<file path="src/rtl/mc_seq_pkg.sv">
`default_nettype none
// +----------------------------------------------------------------------------+
// | Module      : mc_seq_pkg                                                   |
// | Description : Shared types and default constants for the MatchCalculator   |
// |               per-BX sequencer (BX type, FSM state encoding).              |
// | Revision    : 1.0 - initial release                                        |
// +----------------------------------------------------------------------------+
package mc_seq_pkg;

   // Default widths and period for one MatchCalculator slot
   localparam int BX_W_DEF   = 3;
   localparam int PERIOD_DEF = 108;
   localparam int CNT_W_DEF  = 10;

   // BX number as carried on the HLS bx_V / bx_o_V ports
   typedef logic [BX_W_DEF-1:0] bx_t;

   // Sequencer states: idle, MC running, waiting for the end of the BX slot
   typedef enum logic [1:0] {
      IDLE = 2'd0,
      RUN  = 2'd1,
      WAIT = 2'd2
   } state_t;

endpackage : mc_seq_pkg
`default_nettype wire

</file>
<file path="src/rtl/mc_seq_bxcnt.sv">
`default_nettype none
// +----------------------------------------------------------------------------+
// | Module      : mc_seq_bxcnt                                                 |
// | Description : BX counter for the MatchCalculator sequencer. Loads the      |
// |               first BX on start-up, increments (with natural wrap) at      |
// |               each new BX slot and derives the nentries ping-pong page.    |
// | Revision    : 1.0 - initial release                                        |
// +----------------------------------------------------------------------------+
module mc_seq_bxcnt
   import mc_seq_pkg::*;
#(
   parameter int BX_W = BX_W_DEF
) (
   input  logic            clk,
   input  logic            reset,
   input  logic            load,
   input  logic [BX_W-1:0] load_val,
   input  logic            inc,
   output logic [BX_W-1:0] bx,
   output logic            page_sel
);

   logic [BX_W-1:0] r_bx;

   // BX register: load has priority; increment wraps modulo 2^BX_W
   always_ff @(posedge clk) begin
      if (reset) begin
         r_bx <= '0;
      end else if (load) begin
         r_bx <= load_val;
      end else if (inc) begin
         r_bx <= r_bx + BX_W'(1);
      end
   end

   assign bx = r_bx;

   // Even/odd BX select the two halves of the FullMatch nentries memory
   assign page_sel = r_bx[0];

endmodule : mc_seq_bxcnt
`default_nettype wire

</file>
<file path="src/rtl/mc_bx_sequencer.sv">
`default_nettype none
// +----------------------------------------------------------------------------+
// | Module      : mc_bx_sequencer                                              |
// | Description : Per-BX scheduler for one MatchCalculator HLS instance.       |
// |               Issues one ap_start per BX slot of PERIOD cycles, advances   |
// |               the BX number, selects/clears the nentries page, checks the  |
// |               returned BX and flags overruns.                              |
// |               Optional: define MC_SEQ_LATMON_EN to add the max_lat output  |
// |               (largest RUN length seen since reset).                       |
// | Revision    : 1.0 - initial release                                        |
// +----------------------------------------------------------------------------+
module mc_bx_sequencer
   import mc_seq_pkg::*;
#(
   parameter int BX_W   = BX_W_DEF,
   parameter int PERIOD = PERIOD_DEF,
   parameter int CNT_W  = CNT_W_DEF
) (
   input  logic             clk,
   input  logic             reset,
   input  logic             en_proc,
   input  logic [BX_W-1:0]  bx_start,
   output logic             mc_start,
   output logic [BX_W-1:0]  mc_bx,
   input  logic             mc_done,
   input  logic [BX_W-1:0]  mc_bx_o,
   output logic             page_sel,
   output logic             page_clr,
   output logic [BX_W-1:0]  bx_out,
   output logic             bx_out_vld,
   output logic             busy,
   output logic             overrun,
   output logic             bx_err
`ifdef MC_SEQ_LATMON_EN
   ,
   output logic [CNT_W-1:0] max_lat
`endif
);

   localparam logic [CNT_W-1:0] c_PERIOD_M1 = CNT_W'(PERIOD - 1);
   localparam logic [CNT_W-1:0] c_CNT_MAX   = {CNT_W{1'b1}};

   state_t           r_state;
   state_t           w_state_nxt;
   logic [CNT_W-1:0] r_cnt;
   logic             w_cnt_clr;
   logic             w_bx_load;
   logic             w_bx_inc;
   logic             w_in_run;
   logic             w_done_run;
   logic             w_at_limit;
   logic             w_period_end;
   logic [BX_W-1:0]  w_bx;
   logic             r_bx_out_vld;
   logic [BX_W-1:0]  r_bx_out;
   logic             r_overrun;
   logic             r_bx_err;

   assign w_in_run   = (r_state == RUN);
   assign w_done_run = w_in_run && mc_done;
   assign w_at_limit = (r_cnt == c_PERIOD_M1);
   // ">=" lets a slot that overran start its successor right after bx_out_vld
   assign w_period_end = (r_cnt >= c_PERIOD_M1);

   // BX number and nentries page for the slot currently being processed
   mc_seq_bxcnt #(
      .BX_W (BX_W)
   ) u_bxcnt (
      .clk      (clk),
      .reset    (reset),
      .load     (w_bx_load),
      .load_val (bx_start),
      .inc      (w_bx_inc),
      .bx       (w_bx),
      .page_sel (page_sel)
   );

   // State register
   always_ff @(posedge clk) begin
      if (reset) begin
         r_state <= IDLE;
      end else begin
         r_state <= w_state_nxt;
      end
   end

   // Next-state logic with BX counter and cycle counter controls
   always_comb begin
      w_state_nxt = r_state;
      w_bx_load   = 1'b0;
      w_bx_inc    = 1'b0;
      w_cnt_clr   = 1'b0;
      case (r_state)
         IDLE: begin
            if (en_proc) begin
               w_state_nxt = RUN;
               w_bx_load   = 1'b1;
               w_cnt_clr   = 1'b1;
            end
         end
         RUN: begin
            // en_proc is not looked at here: a started BX always completes
            if (mc_done) begin
               w_state_nxt = WAIT;
            end
         end
         WAIT: begin
            if (w_period_end) begin
               if (en_proc) begin
                  w_state_nxt = RUN;
                  w_bx_inc    = 1'b1;
                  w_cnt_clr   = 1'b1;
               end else begin
                  w_state_nxt = IDLE;
               end
            end
         end
         default: begin
            w_state_nxt = IDLE;
         end
      endcase
   end

   // Cycle counter: restarts at each new slot, saturates, parked at 0 in IDLE
   always_ff @(posedge clk) begin
      if (reset) begin
         r_cnt <= '0;
      end else if (w_cnt_clr || (r_state == IDLE)) begin
         r_cnt <= '0;
      end else if (r_cnt != c_CNT_MAX) begin
         r_cnt <= r_cnt + CNT_W'(1);
      end
   end

   // Completion report: one-cycle valid carrying the BX returned by the MC
   always_ff @(posedge clk) begin
      if (reset) begin
         r_bx_out_vld <= 1'b0;
         r_bx_out     <= '0;
      end else begin
         r_bx_out_vld <= w_done_run;
         if (w_done_run) begin
            r_bx_out <= mc_bx_o;
         end
      end
   end

   // Sticky error flags: slot overrun, and returned BX mismatch or stray done
   always_ff @(posedge clk) begin
      if (reset) begin
         r_overrun <= 1'b0;
         r_bx_err  <= 1'b0;
      end else begin
         if (w_in_run && w_at_limit) begin
            r_overrun <= 1'b1;
         end
         if (mc_done && (!w_in_run || (mc_bx_o != w_bx))) begin
            r_bx_err <= 1'b1;
         end
      end
   end

   assign mc_start   = w_in_run;
   assign busy       = w_in_run;
   assign mc_bx      = w_bx;
   // Counter is cleared on RUN entry and never wraps, so 0 marks the first cycle
   assign page_clr   = w_in_run && (r_cnt == '0);
   assign bx_out     = r_bx_out;
   assign bx_out_vld = r_bx_out_vld;
   // Raised already in the cycle the limit is hit, then held by the register
   assign overrun    = r_overrun | (w_in_run && w_at_limit);
   assign bx_err     = r_bx_err;

`ifdef MC_SEQ_LATMON_EN
   logic [CNT_W-1:0] r_max_lat;
   logic [CNT_W-1:0] w_lat;

   // RUN length of the current BX, saturating with the counter
   assign w_lat = (r_cnt == c_CNT_MAX) ? c_CNT_MAX : (r_cnt + CNT_W'(1));

   // Peak-hold of the RUN length, cleared only by reset
   always_ff @(posedge clk) begin
      if (reset) begin
         r_max_lat <= '0;
      end else if (w_done_run && (w_lat > r_max_lat)) begin
         r_max_lat <= w_lat;
      end
   end

   assign max_lat = r_max_lat;
`endif

endmodule : mc_bx_sequencer
`default_nettype wire

</file>
<file path="config.mk">
export PLATFORM = sky130hd
export DESIGN_NAME = mc_bx_sequencer
export DESIGN_NICKNAME = d
export VERILOG_FILES = /design/src/rtl/mc_seq_pkg.sv /design/src/rtl/mc_seq_bxcnt.sv /design/src/rtl/mc_bx_sequencer.sv
export SDC_FILE = /design/constraint.sdc
export NUM_CORES = 1
export LEC_CHECK = 0
export ABC_AREA = 1
export CAP_MARGIN = 20
export CORE_ASPECT_RATIO = 1.1
export CORE_UTILIZATION = 50
export CTS_CLUSTER_SIZE = 16
export DETAILED_ROUTE_END_ITERATION = 8
export PLACE_DENSITY = 0.88
export SLEW_MARGIN = 20
export SYNTH_ARGS = -nofsm -noshare
export SYNTH_HDL_FRONTEND = slang
export SYNTH_SLANG_ARGS = --single-unit
export TNS_END_PERCENT = 10
</file>
<file path="constraint.sdc">
create_clock -name clk -period 1.57 [get_ports clk]
set_input_delay 0.314 -clock clk [delete_from_list [all_inputs] [get_ports clk]]
set_output_delay 0.314 -clock clk [all_outputs]
set_load 0.05 [all_outputs]
</file>
After elaboration in Yosys (flattened, before gate mapping). Index checks and enable logic that the tools add are counted.

Reductions and logical operators: 12. Bitwise logic cells: 1. $lt $le $gt $ge: 1. Muxes and demuxes: 12. Eq/ne operators: 8. Add/subtract/negate cells: 2.

Operators by type and width (number): $add A10 B1 Y10 const B (1); $eq A10 B7 Y1 const B (1); $ge A10 B7 Y1 const B (1); $logic_not A10 Y1 (1); $ne A10 B10 Y1 const B (1); $mux W2 (3); $mux W3 (2); $ne A2 B2 Y1 const B (3); $pmux W2 S3 (1); $mux W1 (5); $logic_and A1 B1 Y1 (4); $add A3 B1 Y3 const B (1); $ne A3 B3 Y1 (1); $reduce_and A3 Y1 (1); $eq A2 B1 Y1 const B (1); $eq A2 B2 Y1 const B (1); $logic_not A2 Y1 (1); $logic_or A1 B1 Y1 (2); $pmux W1 S2 (1); $reduce_bool A2 Y1 (1); $reduce_or A2 Y1 (1); $logic_not A1 Y1 (1); $or A1 B1 Y1 (1).

Logic and storage cells: 43. Output and inout port bits: 13. Bits in registers: 21. Bits of input ports: 10.

Logic depth before layout (Yosys ltp). Gate-level depths: netlist (run 1).

Depth after elaboration: 5. Depth in mapped cells: 9. Depth with buffers taken out: 9.

Hierarchy. From an unflattened synthesis (run 1), not the netlist that was laid out.

Cell total of the unflattened synthesis: 184. Area, all modules: 1234.9 um^2.

By module, submodules not included: mc_bx_sequencer (cells each 157, sequential area each 360.3 um^2, area an instance 1061.0 um^2, times used 1); mc_seq_bxcnt (cells each 27, sequential area each 60.1 um^2, area an instance 173.9 um^2, times used 1).

Worst setup path before layout (run 1). Ideal clock, no wire load.

Path kind: register to output. From: register r_state[1]. To: output page_clr. Path slack: -640 ps. Data required time: 1256 ps. Stages on the path, launching flop included: 6. Path buffers: 0. Data arrival time: 1896 ps. Cell sequence: dfxtp_1 -> inv_1 -> nand2_1 -> clkinv_1 -> nand2_1 -> nor3_1.

Cells in the longest elaborated chain, start to end: 2.

Ends and longest elaborated chain: start, declared (line mc_bx_sequencer.sv:43) `state_t r_state;`; start signal, assigned (line mc_bx_sequencer.sv:83) `r_state <= w_state_nxt;`; $eq A2 B1 Y1 (line mc_bx_sequencer.sv:59) `assign w_in_run = (r_state == RUN);`; via busy (line mc_bx_sequencer.sv:31) `output logic busy,`; $logic_and A1 B1 Y1 (line mc_bx_sequencer.sv:167) `assign page_clr = w_in_run && (r_cnt == '0);`; end, declared (line mc_bx_sequencer.sv:28) `output logic page_clr,`.

The timed path passes the listed nets, and every way through them passes these cells.

Worst setup path after layout (run 1).
From: register r_cnt[1]. To: output overrun.

Cells in the longest elaborated chain, start to end: 3.

Ends and longest elaborated chain: start, declared (line mc_bx_sequencer.sv:45) `logic [CNT_W-1:0] r_cnt;`; start signal, assigned (line mc_bx_sequencer.sv:131) `r_cnt <= r_cnt + CNT_W'(1);`; $eq A10 B7 Y1 (line mc_bx_sequencer.sv:61) `assign w_at_limit = (r_cnt == c_PERIOD_M1);`; $logic_and A1 B1 Y1 (line mc_bx_sequencer.sv:171) `assign overrun = r_overrun | (w_in_run && w_at_limit);`; $or A1 B1 Y1 (line mc_bx_sequencer.sv:171); end, declared (line mc_bx_sequencer.sv:32) `output logic overrun,`.

No other way between the ends.

==> results of run 1 <==
==> metal layers <==
layer / wire (µm) / share of wire (%)
met2: 1720 / 56
met5: 0 / 0
met3: 108 / 3.5
met1: 1180 / 39
met4: 43 / 1.4
==> cell families after synthesis <==
group	share of synthesized area, %
AOI/OAI and AO/OA	6.58
xor gates and xnor gates	5.20
and+or+nand+nor	40.0
adders and majority gates	3.19
buffers and inverters	9.34
DFF	35.7
==> tightest hold or removal path, cell delays in order (launching register included) <==
cell and delay (ns):
dfxtp_1 0.33, nand2_1 0.06, a21oi_1 0.05
==> power breakdown <==
group | switching, W | leakage, nW | internal (W) | total [W]
clock | 0.000153 | 0.0150 | 0.0000991 | 0.000252
sequential | 0.0000270 | 0.174 | 0.000549 | 0.000576
combinational | 0.000193 | 0.582 | 0.000158 | 0.000351
total | 0.000373 | 0.770 | 0.000806 | 0.00118
==> registers in the layout, indices dropped and copies added (netlist names) <==
signal,flops
bx_err,1
bx_out,3
bx_out_vld,1
r_cnt,10
r_overrun,1
r_state,2
u_bxcnt.bx,3
==> cell usage in the layout (no fill, tap or decap) <==
master            n
inv_2             5
inv_1            15
buf_6             1
clkdlybuf4s50_1   9
ha_4              2
nor3_4            2
nand4_1           4
clkbuf_4          3
o21ai_0           4
nand3_2           2
dfxtp_4           3
clkinv_2          1
nand2_1          34
inv_4             3
or2_2             2
nand3_1          14
a21oi_1           9
nor2_4            4
ha_1              1
xnor2_1           4
nand3b_4          1
dfxtp_1          16
xor2_1            3
nor2_2            4
nand2_2           4
dfxtp_2           2
nand3_4           1
buf_12            8
o21ai_1           1
nor2_1           21
clkbuf_1          1
buf_4            13
nand2_4           3
o31ai_2           1
==> worst paths after layout <==
| path | start | to | slack (ns) | cells after the start |
|---|---|---|---|---|
| min | bx_out[2] | bx_out[2] | 0.47 | 2 |
| max reg2reg | r_cnt[1] | r_cnt[0] | 0.12 | 10 |
| max | r_cnt[1] | overrun | -0.13 | 6 |
| min reg2reg | bx_out[2] | bx_out[2] | 0.47 | 2 |
==> through the flow <==
| step | power, W | util [%] | instances |
|---|---|---|---|
| finish | 0.00118 | 76.0 | 231 |
| global route | 0.00124 | 76.0 | 231 |
| CTS | 0.00118 | 71.8 | 228 |
| detailed placement | 0.000930 | 68.5 | 222 |
| global placement | 0.000919 | 68.5 | 222 |
| floorplan | 0.000780 | - | 169 |
==> repair_timing <==
action | CTS | global route
setup buffers | 2 | 3
resized for setup | 10 | 24
setup endpoints to repair | 2 | 4
pin swaps | 2 | 7
==> final cells by class <==
| type | instances | area, µm² |
|---|---|---|
| Multi-Input combinational cell | 121 | 739 |
| Tap cell | 30 | 37.5 |
| Clock buffer | 4 | 26.3 |
| Fill cell | 152 | 534 |
| Sequential cell | 21 | 434 |
| Timing Repair Buffer | 31 | 359 |
| Inverter | 24 | 98.8 |
==> results.ini, run 1 <==
[run_status]
status=complete, but fails checks
violations=setup timing

[synthesis]
synthMostInstantiatedCell=nand2_1
syn_inst=169
synth_top_cells_by_count=39 x nand2_1, 24 x nor2_1, 21 x dfxtp_1
async_reset_ff_share_pct=0
avgSynthCellArea_um2=6.97
synth_area_leaders=dfxtp_1 36%, nand2_1 12%, nor2_1 7.6%
synth_nets=182
synth_flop_cell=dfxtp_1
yosys.cell_types.count=26
yosys.area.top_type_share_pct=35.7
ys_seq_area_share_pct=35.7
ys_ff_latch=21
synth_edf_count=0
synth_top_cell_by_area=dfxtp_1
netlist_area_um2=1180
ys_warn_count=0

[placement]
place.gp.congestion=0.848
place_area_um2=1530
port_buffers=22
dp_slack_ns=0.0744
hpwl_um=2190

[clocking]
cts.htree.levels=1
numCtsBuffers=3
cts_buffer_depth=2
insertion_delay_ns=0.30
cts_tree=built
hold_buffers=0
clk_pin_slew_ns=0.11
root_buffer=clkbuf_4
clkSinkCount=21

[routing]
antenna_left=0
dr_total_vias=1186
drtIter0Drc=10
wirelength_um=3050
dr.pass1.iters=4
wl_per_cell_um=13.2
via_per_inst=5.13
drc=0

[global_routing]
grt_usage_pct=24.5
grt_pass1_vias=1063
grt_pass1_wl_um=4300
busiest_layer=met2
use_met1_pct=24.6
grt_max_degree=12
overflow=0
use_met3_pct=3.41
antenna_found_initial=0
grtUsageMet2_pct=46.2

[pwr]
irDropWorstVdd_uv=655
leakagePower_nw=0.770
power_density_nw_per_um2=696

[timing]
rsz0062_at_grt=yes
period_share_pct=108
hold_viol_final=0
fmax_ghz=0.588
fin_crit_ns=1.70
finalMaxSlewViolations=0
fin_setup_tns_ns=-0.260
tightest_slew_ns=0.311
maxSlewHeadroom_pct=79.2
finClkSkew_ns=0.00280
whs_ns=0.467
fin_ws_ns=-0.132
finalSetupViolCount=2

[floorplan]
io_pins=23
dieHeight_um=52.9
initial_utilization_pct=52.9
die-area_um2=2560
die_w_um=48.3
coreArea_um2=2230
rows=18

[critical_path]
worstPathArrival_ns=1.39
startpoint_type=flip-flop
cp-end-kind=output pin
slowest_stage=dfxtp_4
cp_slowest_stage_delay_ns=0.40
crit_type=flip-flop to output pin
crit_chain=ha_4, nand2_4, nor2_4, nand3_2, nand2_2, buf_12
cp.required_ns=1.26
crit_fanout=3
path_buf_inv=1
crit_family=flip-flops

[finish]
design_area_um2=1700
synthToLayoutAreaGrowth_pct=43.8
drive_gt1_share_pct=32.3
antenna_cells=0
final_nets=215

[worst_hold_path]
hp-class=flip-flop to flip-flop

[run]
max_cap_violations=0

Note: power is estimated with default switching activity, not from simulation.
==> run 2, diff against run 1 <==
- REMOVE_ABC_BUFFERS: default -> 1
==> results.ini, run 2 (synthesized netlist as in run 1, its figures left out) <==
[timing]
period_share_pct=108
maxSlewHeadroom_pct=80.7
fin_ws_ns=-0.128
finalSetupViolCount=2
fmax_ghz=0.589
tightest_slew_ns=0.289
fin_setup_tns_ns=-0.253
fin_crit_ns=1.70
hold_viol_final=0
rsz0062_at_grt=yes
finClkSkew_ns=0.00270
finalMaxSlewViolations=0

[finish]
largest_reg_flops=10
final_cell_mix=35 x nand2_1, 22 x nor2_1, 15 x inv_1, 15 x dfxtp_1, 14 x nand3_1
final_common_cell=nand2_1
stdcell_count=230
synthToLayoutAreaGrowth_pct=41.8
drive_gt1_share_pct=31.0
final_nets=214
antenna_cells=0
regMostFlops=r_cnt

[critical_path]
cp_slowest_stage_delay_ns=0.39
r2r_cells=6
cp-startpoint=r_cnt[1]
cp-end-kind=output pin
rrSetupSlack_ns=0.09
worstPathArrival_ns=1.38
startpoint_type=flip-flop
crit_chain=inv_4, ha_4, nand4_1, nor3_2, buf_12
cp.required_ns=1.26
crit_type=flip-flop to output pin
worstReg2RegStart=r_cnt[4]
crit_fanout=3
crit_end=page_clr
rr_endpoint=r_cnt[9]
slowest_stage=dfxtp_4

[global_routing]
grt_pass1_wl_um=4880
grt_pass1_vias=1138
grt_max_degree=12
overflow=0
grt_usage_pct=28.3
antenna_found_initial=0

[clocking]
numCtsBuffers=3
clkSinkCount=21
cts.htree.levels=1
cts_buffer_depth=2
hold_buffers=0
root_buffer=clkbuf_4
insertion_delay_ns=0.31
cts_tree=built
clk_pin_slew_ns=0.11

[routing]
via_per_inst=5.28
wirelength_um=3300
drtIter0Drc=29
wl_per_cell_um=14.3
dr_total_vias=1214
antenna_left=0
drc=0
dr.pass1.iters=4

[pwr]
leakagePower_nw=0.768
irDropWorstVdd_uv=697
power_density_nw_per_um2=710

[worst_hold_path]
hp-class=flip-flop to flip-flop
min_path_cells=2
min-delay-start=bx_out[1]

[floorplan]
rows=18
die-area_um2=2560
io_pins=23
initial_utilization_pct=52.9
die_w_um=48.3
dieHeight_um=52.9
coreArea_um2=2230

[run]
max_cap_violations=0

[placement]
place.detailed.instances=223
hpwl_um=2240
place.gp.congestion=0.872
dp_slack_ns=-0.0354
port_buffers=22

[run_status]
status=complete, but fails checks
violations=setup timing

[run 2: timing repair]
item | in CTS | in global routing
gates resized for setup | 23 | 10
setup buffers | 3 | 0
pin swaps | 4 | 1
endpoints found under the setup margin | 2 | 4
[run 2: worst min-delay path by stage]
stage           endpoint
2_1_floorplan  bx_out[0]
3_3_place_gp   r_overrun
3_5_place_dp   r_overrun
4_1_cts        bx_out[1]
5_1_grt        bx_out[1]
6_report       bx_out[1]
[run 2: per-stage QoR]
stage	total power [W]	util [%]	hold WS (ns)	cell area, µm²
2_1_floorplan	0.000766	-	0.383	1160
3_5_place_dp	0.000924	68.3	0.455	1520
4_1_cts	0.00118	74.0	0.485	1650
6_report	0.00119	75.0	0.482	1670
3_3_place_gp	0.000916	68.3	0.443	1520
5_1_grt	0.00124	75.0	0.508	1670
[run 2: where the power goes]
group | switching, W | internal, W | leakage [nW]
sequential | 0.0000250 | 0.000549 | 0.174
clock | 0.000161 | 0.0000993 | 0.0150
combinational | 0.000192 | 0.000159 | 0.579
[run 2: area by class of cell]
cell class | count | area [µm²]
Multi-Input combinational cell | 121 | 723
Fill cell | 139 | 558
Sequential cell | 21 | 435
Timing Repair Buffer | 30 | 352
Inverter | 24 | 97.6
Tap cell | 30 | 37.5
Clock buffer | 4 | 26.3
[run 2: worst max-delay path: cells and delay by family (launching register included)]
family	cells	cell delay, ns
flip-flops	1	0.39
AND/OR/NAND/NOR	2	0.33
buffers and inverters	2	0.23
adder cells (fa/ha/maj)	1	0.12
[run 2: routing by layer]
metal	track usage, %	up-vias	share of wire (%)
met5	0	-	0
met2	51.3	47	56
met4	13.4	0	3.2
met1	28.9	549	37
met3	6.14	16	4.3
li1	-	602	-
==> run 3, diff against run 2 <==
- CORE_UTILIZATION: 50 -> 45
- PLACE_DENSITY: 0.88 -> 0.84
- clock period: 1.57 -> 1.55 ns (I/O delays scaled with it)
==> results.ini, run 3 (synthesized netlist as in run 1, its figures left out) <==
[run_status]
status=complete, but fails checks
violations=setup timing

[clocking]
cts_buffer_depth=2
numCtsBuffers=3
root_buffer=clkbuf_4
clk_pin_slew_ns=0.12
hold_buffers=0
clkSinkCount=21
cts.htree.levels=1
insertion_delay_ns=0.31
cts_tree=built

[floorplan]
io_pins=23
die-area_um2=2830
coreArea_um2=2500
rows=19
die_w_um=50.8
initial_utilization_pct=47.2
dieHeight_um=55.7

[finish]
final_cell_mix=35 x nand2_1, 22 x nor2_1
design_area_um2=1680
regMostFlops=r_cnt
final_nets=215
stdcell_count=232
fillers=212
largest_reg_flops=10
antenna_cells=0
fin_util_pct=67.4
synthToLayoutAreaGrowth_pct=42.8
final_common_cell=nand2_1
drive_gt1_share_pct=32.3

[routing]
dr.pass1.iters=5
dr_wl_met2_um=1360
antenna_left=0
dr_total_vias=1154
wl_per_cell_um=11.6
drtIter0Drc=26
top_layer_used=met4
drt-met1-wl_um=1260
drc=0
wirelength_um=2700
via_per_inst=4.97
wl_met3_um=36

[placement]
hpwl_um=1930
place.detailed.instances=223
port_buffers=22
place.gp.congestion=0.848
place_area_um2=1520

[critical_path]
cp.required_ns=1.24
crit_type=flip-flop to output pin
cp-end-kind=output pin
crit_fanout=3
worstPathArrival_ns=1.35
r2r_cells=10
rr_endpoint=r_cnt[0]
worstReg2RegStart=r_cnt[0]
startpoint_type=flip-flop
rrSetupSlack_ns=0.06

[pwr]
p_total_w=0.00119
irDropWorstVdd_uv=568
leakagePower_nw=0.772
power_density_nw_per_um2=710

[timing]
fmax_ghz=0.602
finalMaxSlewViolations=0
fin_ws_ns=-0.110
rsz0062_at_grt=yes
finalSetupViolCount=2
period_share_pct=107
maxSlewHeadroom_pct=81.0
finClkSkew_ns=0.00566
hold_viol_final=0
fin_crit_ns=1.66
tightest_slew_ns=0.284
fin_setup_tns_ns=-0.216

[worst_hold_path]
min_path_cells=2
hp-class=flip-flop to flip-flop
min_to=bx_out[2]
min-delay-start=bx_out[2]

[global_routing]
overflow=0
grt_pass1_vias=1101
antenna_found_initial=0
grt_max_degree=12
grt_usage_pct=21.5
grt_pass1_wl_um=4690

[run]
max_cap_violations=0

==> run 3: cell types whose count changed in the layout (fill, tap and decap cells not counted), sizes merged <==
cell	delta
clkbuf	+1
==> run 3: critical path: stages (launching register included) <==
cell and delay [ns]:
dfxtp_4 0.40, ha_4 0.16, nand2_4 0.07, nor2_4 0.11
nand3_2 0.09, nand2_2 0.09, buf_12 0.13
==> run 3: metrics by stage <==
| stage | setup slack (ns) | hold slack, ns |
|---|---|---|
| after floorplan | -0.862 | 0.379 |
| after global placement | 0.0858 | 0.448 |
| after CTS | -0.116 | 0.470 |
| after global routing | -0.168 | 0.495 |
| final | -0.110 | 0.468 |
| after detailed placement | 0.0684 | 0.453 |
==> run 3: how the worst max path moves through the flow <==
stage,start,endpoint,slack [ns],cells past startpoint
3_5_place_dp,r_cnt[0],overrun,0.07,6
4_1_cts,r_cnt[1],page_clr,-0.12,5
6_report,r_cnt[1],overrun,-0.11,6
2_1_floorplan,r_state[1],page_clr,-0.86,5
3_3_place_gp,en_proc,r_cnt[1],0.09,7
5_1_grt,r_cnt[1],overrun,-0.17,6
==> run 3: layer usage <==
layer / track usage, % / vias to the layer above
li1: - / 603
met1: 27.7 / 531
met2: 36.0 / 14
met3: 1.91 / 6
met4: 9.13 / 0
met5: 0 / -
==> run 3: layout make-up <==
type	instances	area, µm²	area share (%)
Clock buffer	4	26.3	1.56
Inverter	24	97.6	5.80
Multi-Input combinational cell	121	723	43.0
Sequential cell	21	437	25.9
Tap cell	31	38.8	2.30
Timing Repair Buffer	31	360	21.4
==> run 3: timing repair <==
item	CTS	global route
setup endpoints to repair	2	10
buffers inserted	4	1
gates cloned	0	0
resized for setup	25	10
pin swaps	7	3
==> run 3: power by group <==
| part | internal, W | leakage [nW] | switching, W |
|---|---|---|---|
| combinational | 0.000158 | 0.582 | 0.000188 |
| clock | 0.000101 | 0.0150 | 0.000170 |
| sequential | 0.000556 | 0.175 | 0.0000227 |
